`src/rtl/imem_loader_pkg.sv`:
```
// imem_loader_pkg: shared state encoding and constants for the instruction-memory loader
package imem_loader_pkg;
  typedef enum logic [2:0] {IDLE, LOAD, PAD, RELEASE, RUN} state_e;
  localparam logic [7:0] NOP_BYTE = 8'h00;
  localparam int WORD_BYTES = 4;
endpackage

```
`src/rtl/imem_loader.sv`:
```
// imem_loader: streams a big-endian byte image into the instruction file, pads to a word, then releases the core
module imem_loader
  import imem_loader_pkg::*;
#(
  parameter int ADDR_W    = 8,
  parameter int MAX_BYTES = 256
) (
  input  logic              clk,
  input  logic              reset,
  input  logic              load_start,
  input  logic              s_valid,
  input  logic [7:0]        s_data,
  input  logic              s_last,
  output logic              s_ready,
  output logic              imem_we,
  output logic [ADDR_W-1:0] imem_addr,
  output logic [7:0]        imem_wdata,
  output logic              cpu_reset,
  output logic              done,
  output logic              error,
  output logic [ADDR_W:0]   byte_count
);
  localparam logic [ADDR_W:0] MAX_CNT = (ADDR_W+1)'(MAX_BYTES);
  state_e            state_q, state_d;
  logic [ADDR_W-1:0] addr_q, addr_d;
  logic [ADDR_W:0]   cnt_q, cnt_d, cnt_inc;
  logic              err_q, err_d, xfer;
  assign s_ready    = state_q == LOAD;
  assign xfer       = s_valid && s_ready;
  assign imem_we    = xfer || state_q == PAD;
  assign imem_wdata = state_q == PAD ? NOP_BYTE : s_data;
  assign imem_addr  = addr_q;
  assign cpu_reset  = state_q != RUN;
  assign done       = state_q == RUN;
  assign error      = err_q;
  assign byte_count = cnt_q;
  assign cnt_inc    = cnt_q + 1'b1;
  always_comb begin
    state_d = state_q;
    addr_d  = imem_we ? addr_q + 1'b1 : addr_q;
    cnt_d   = imem_we ? cnt_inc : cnt_q;
    err_d   = err_q;
    if ((state_q == IDLE || state_q == RUN) && load_start) begin
      state_d = LOAD;
      addr_d  = '0;
      cnt_d   = '0;
      err_d   = 1'b0;
    end else if (xfer && s_last) begin
      state_d = cnt_inc[1:0] == 2'b00 ? RELEASE : PAD;
    end else if (xfer && cnt_inc == MAX_CNT) begin
      state_d = IDLE;
      err_d   = 1'b1;
    end else if (state_q == PAD && addr_q[1:0] == 2'(WORD_BYTES-1)) begin
      state_d = RELEASE;
    end else if (state_q == RELEASE) begin
      state_d = RUN;
    end
  end
  always_ff @(posedge clk) begin
    if (!reset) begin
      state_q <= IDLE;
      addr_q  <= '0;
      cnt_q   <= '0;
      err_q   <= 1'b0;
    end else begin
      state_q <= state_d;
      addr_q  <= addr_d;
      cnt_q   <= cnt_d;
      err_q   <= err_d;
    end
  end
endmodule

```
`config.mk`:
```
export PLATFORM = sky130hd
export DESIGN_NAME = imem_loader
export DESIGN_NICKNAME = d
export VERILOG_FILES = /design/src/rtl/imem_loader_pkg.sv /design/src/rtl/imem_loader.sv
export SDC_FILE = /design/constraint.sdc
export NUM_CORES = 1
export LEC_CHECK = 0
export CAP_MARGIN = 20
export CORE_ASPECT_RATIO = 1.2
export CORE_MARGIN = 5
export CORE_UTILIZATION = 38
export DETAILED_ROUTE_END_ITERATION = 6
export HOLD_SLACK_MARGIN = 0.12
export MAX_ROUTING_LAYER = met4
export PLACE_DENSITY = 0.75
export SYNTH_ARGS = -nofsm -noshare
export SYNTH_HDL_FRONTEND = slang
export SYNTH_SLANG_ARGS = --single-unit
```
`constraint.sdc`:
```
create_clock -name clk -period 1.8 [get_ports clk]
set_input_delay 0.18 -clock clk [delete_from_list [all_inputs] [get_ports clk]]
set_output_delay 0.18 -clock clk [all_outputs]
set_load 0.005 [all_outputs]
```
Yosys cells after proc, flatten, opt, wreduce, memory -nomap -nowiden:

Cells that the tools add are included.

* register bits after elaboration: 21
* output and inout port bits: 30
* logic and storage cells: 36
* input bits: 13

* bitwise logic cells: 2
* reduce and logical (&&, ||, !) cells: 13
* add/sub/neg operators: 2
* equal/unequal tests: 7
* muxes and demuxes: 7

Operators with widths (count)
* $mux 3: 4
* $add 9x1->9 const B: 1
* $eq 9x9->1 const B: 1
* $add 8x1->8 const B: 1
* $mux 8: 1
* $eq 3x2->1 const B: 2
* $logic_and 1x1->1: 5
* $reduce_bool 5->1: 1
* $reduce_bool 4->1: 1
* $eq 3x1->1 const B: 1
* $eq 3x3->1 const B: 1
* $logic_not 3->1: 1
* $ne 3x3->1 const B: 1
* $eq 2x2->1 const B: 1
* $logic_not 2->1: 1
* $logic_or 1x1->1: 2
* $mux 1: 2
* $not 1->1: 2
* $reduce_and 2->1: 1
* $reduce_or 2->1: 1

Depth between registers and ports, before layout:

Gate-level depths: netlist of the first run.

* depth after elaboration: 6
* mapped depth: 7
* gate-level depth less buffers: 6

Worst setup path before layout of the first run:

Ideal clock, no wire load.

* kind: reg2reg
* start: register cnt_q[0] (netlist: byte_count[0])
* end: register state_q[0]
* slack: 0.094 ns
* data required time: 1.684 ns
* stages on the path, launching flop included: 7
* buffers on the path: 1
* arrival: 1.590 ns
* clock period less this slack: 1.706 ns
* setup time: 0.116 ns
* cells stage by stage: dfxtp_1 -> ha_1 -> clkbuf_1 -> nand2_1 -> a221o_1 -> a211o_1 -> o211a_1

* cells in the longest elaborated chain, start to end: 6
* elaborated cells on any way between the ends: 9
* classes of those cells: add/sub (1); eq/ne (1); mux (4); reduce/logical (3)

Ends and longest elaborated chain
* from (decl): RTL line imem_loader.sv:26 `logic [ADDR_W:0] cnt_q, cnt_d, cnt_inc;`
* from (signal assigned): RTL line imem_loader.sv:68 `cnt_q <= cnt_d;`
* $add 9x1->9 *: RTL line imem_loader.sv:37 `assign cnt_inc = cnt_q + 1'b1;`
* $eq 9x9->1: RTL line imem_loader.sv:50 `end else if (xfer && cnt_inc == MAX_CNT) begin`
* $logic_and 1x1->1: RTL line imem_loader.sv:50
* $mux 3: RTL line imem_loader.sv:50
* $mux 3: RTL line imem_loader.sv:48 `end else if (xfer && s_last) begin`
* $mux 1: RTL line imem_loader.sv:43 `if ((state_q == IDLE || state_q == RUN) && load_start) begin`
* to (signal assigned): RTL line imem_loader.sv:66 `state_q <= state_d;`
* to (decl): RTL line imem_loader.sv:24 `state_e state_q, state_d;`

Every way passes the cells marked *; elsewhere a longest branch is shown, timed or not.
A chain may end at the register's enable or synchronous reset.

Worst setup path in the final report of the first run:

* start: register cnt_q[1] (netlist: byte_count[1])
* end: register state_q[0]

The elaborated chain is that of the path after synthesis.

==> flow_metrics.env, run 1 <==
export IMPL_area_growth_pct=53.51
export IMPL_antenna_found_initial=0
export IMPL_crit_type="reg2reg"
export IMPL_nets=199
export IMPL_synth_edf_count=0
export IMPL_postSynthAreaPerCell_sq_um=8.555
export IMPL_dieArea_sq_um=4087
export IMPL_min_period_ns=1.779
export IMPL_synth_area_sq_um=1104
export IMPL_h_tree_depth=1
export IMPL_drcViolationCount=0
export IMPL_multi_input_area_sq_um=671.9
export IMPL_grt_max_degree=14
export IMPL_endpoint_kind="flip-flop"
export IMPL_cts_buffers=3
export IMPL_dp_cells=211
export IMPL_synth_xor_area_frac=0.1270
export IMPL_rows=21
export IMPL_grtUsageTotal=0.1432
export IMPL_drtIter0Drc=42
export IMPL_syn_nets=144
export IMPL_start_util=0.3962
export IMPL_setup_viol=0
export IMPL_grt_setup_unrepaired="yes"
export IMPL_io_buffer_count=42
export IMPL_diodes=0
export IMPL_fin_skew_ns=0.001789
export IMPL_place_area_sq_um=1627
export IMPL_synthMuxAreaShare=0.01814
export IMPL_slew_headroom=0.8081
export IMPL_post_route_util=0.6083
export IMPL_worst_pin_slew_ns=0.2873
export IMPL_pin_count=43
export IMPL_synth_top_family_by_area="simple AND/OR/NAND/NOR gates"
export IMPL_gp_congestion=0.8336
export IMPL_cts_max_path_buffers=2
export IMPL_synth_flop_cell="dfxtp_1"
export IMPL_hold_depth=2
export IMPL_drive_above_1_share=0.1803
export IMPL_power_density_nw_per_um2=502.4
export IMPL_required_ns=2.00
export IMPL_final_common_cell="clkdlybuf4s50_1"
export IMPL_p_leak_nw=0.6671
export IMPL_grt_pass1_vias=1046
export IMPL_ys_ff_latch=21
export IMPL_vias=1106
export IMPL_maxCapViolCount=0
export IMPL_grt_pass1_wl_microns=4574
export IMPL_regArea_sq_um=429.2
export IMPL_grt_overflow_total=0
export IMPL_worstPathArrival_ns=1.98
export IMPL_die_h_microns=69.04
export IMPL_slew_violations=0
export IMPL_ys_types=33
export IMPL_ir_worst_vdd_v=0.0003463
export IMPL_clkSlewWorstSetupHoldPaths_ns=0.11
export IMPL_wire_per_inst_microns=13.10
export IMPL_final_cell_mix="41 x clkdlybuf4s50_1, 19 x nor2_1, 14 x dfxtp_1, 12 x buf_4"
export IMPL_cp_max_fo=4
export IMPL_fmax_mhz=562.3
export IMPL_clock_sinks=21
export IMPL_final_setup_worst_slack_ns=0.02147
export IMPL_synthCells=129
export IMPL_hp_class="reg2reg"
export IMPL_core_area_sq_um=2785
export IMPL_cp_start_kind="flip-flop"
export IMPL_root_buffer="clkbuf_4"
export IMPL_hold_violations=0
export IMPL_whs_ns=0.4942
export IMPL_place_detailed_hpwl_microns=2261
export IMPL_die_w_microns=59.20
export IMPL_period_share=0.9881
export IMPL_setup_tns_ns=0
export IMPL_cts_tree="built"
export IMPL_seq_area_frac_synth=0.3810
export IMPL_routed_wirelength_microns=2843
export IMPL_ys_warn_count=0
export IMPL_synth_compound_area_frac=0.09977
export IMPL_dp_slack_ns=0.03340
export IMPL_postLayoutCellArea_sq_um=1694
export IMPL_async_reset_ff_frac=0
export IMPL_power_mw=0.8511
export IMPL_synthAdderAreaFrac=0.02268
export IMPL_ant_nets=0
export IMPL_worstSkewPairLatency_ns=0.29
export IMPL_drtPass1Iterations=4
export IMPL_stdcell_count=217
export IMPL_r2r_cells=5
export IMPL_synthSimpleGateAreaFrac=0.3277
export IMPL_outcome="completed"
export IMPL_viasPerCell=5.097
export IMPL_fillers=249
## layer usage
layer | global-route usage | share of wire | up-vias
met1 | 0.1745 | 0.44 | 521
li1 | - | - | 554
met2 | 0.2260 | 0.49 | 29
met4 | 0.07305 | 0.014 | 0
met5 | - | 0 | -
met3 | 0.01679 | 0.056 | 2
## cell usage after synthesis, types with 2 or more instances
cell | count | area share
nand2_1 | 9 | 0.031
dfxtp_1 | 21 | 0.38
buf_2 | 3 | 0.014
xor2_1 | 9 | 0.071
o21ai_0 | 2 | 0.0091
nand3_1 | 6 | 0.027
a211oi_1 | 2 | 0.014
and3_1 | 5 | 0.028
xnor2_1 | 7 | 0.056
nand2b_1 | 2 | 0.011
ha_1 | 2 | 0.023
clkbuf_1 | 2 | 0.0068
mux2i_1 | 2 | 0.018
a21oi_1 | 5 | 0.023
nor2_1 | 21 | 0.071
and3_2 | 2 | 0.014
nor2b_1 | 9 | 0.051
nand4_1 | 4 | 0.023
nand3b_1 | 2 | 0.014
## flip-flops by register name (all words and copies together) (netlist names)
signal / cells
imem_addr: 8
state_q: 3
error: 1
byte_count: 9
## where the power goes
part / switching (mW) / internal (mW) / total, mW
logic: 0.0611 / 0.0890 / 0.150
clock network: 0.136 / 0.0862 / 0.223
registers: 0.00679 / 0.472 / 0.478
total: 0.204 / 0.647 / 0.851
## worst paths after layout
check / start / end / slack (ns)
max: byte_count[1]$_SDFFE_PP0P_ / state_q[0]$_SDFFE_PN0P_ / 0.02
min: error$_SDFFE_PP0P_ / error$_SDFFE_PP0P_ / 0.49
max reg2reg: byte_count[1]$_SDFFE_PP0P_ / state_q[0]$_SDFFE_PN0P_ / 0.02
min reg2reg: error$_SDFFE_PP0P_ / error$_SDFFE_PP0P_ / 0.49
## final cells by class
| class | count | area share |
|---|---|---|
| Sequential cell | 21 | 0.2533 |
| Tap cell | 34 | 0.02511 |
| Inverter | 1 | 0.002216 |
| Clock buffer | 4 | 0.01551 |
| Timing Repair Buffer | 55 | 0.3072 |
| Multi-Input combinational cell | 102 | 0.3966 |
## worst max-delay path, cell delays in order (launching register included)
cell and delay (ns):
dfxtp_2 0.35, and2_4 0.17, or3_4 0.32, a221o_1 0.35, a211o_1 0.27, o211a_1 0.23
## timing repair
| action | CTS | global route |
|---|---|---|
| hold buffers | 0 | 0 |
| buffers inserted | 0 | 2 |
| pin swaps | 1 | 0 |
| gates resized for setup | 5 | 8 |
| endpoints found under the setup margin | 10 | 11 |
## kinds of logic after synthesis
| group | Yosys count |
|---|---|
| AOI/OAI and AO/OA | 15 |
| xor gates and xnor gates | 16 |
| adders and majority gates | 2 |
| buffers and inverters | 6 |
| DFF | 21 |
| muxes | 2 |
| and+or+nand+nor | 67 |
Note: power is estimated with default switching activity, not from simulation.
==> run 2: changes to the inputs <==
- CAP_MARGIN: 20 -> default
- CTS_CLUSTER_DIAMETER: default -> 200
==> results of run 2 <==
Final layout, timing and power as in run 1 (identical DEF).
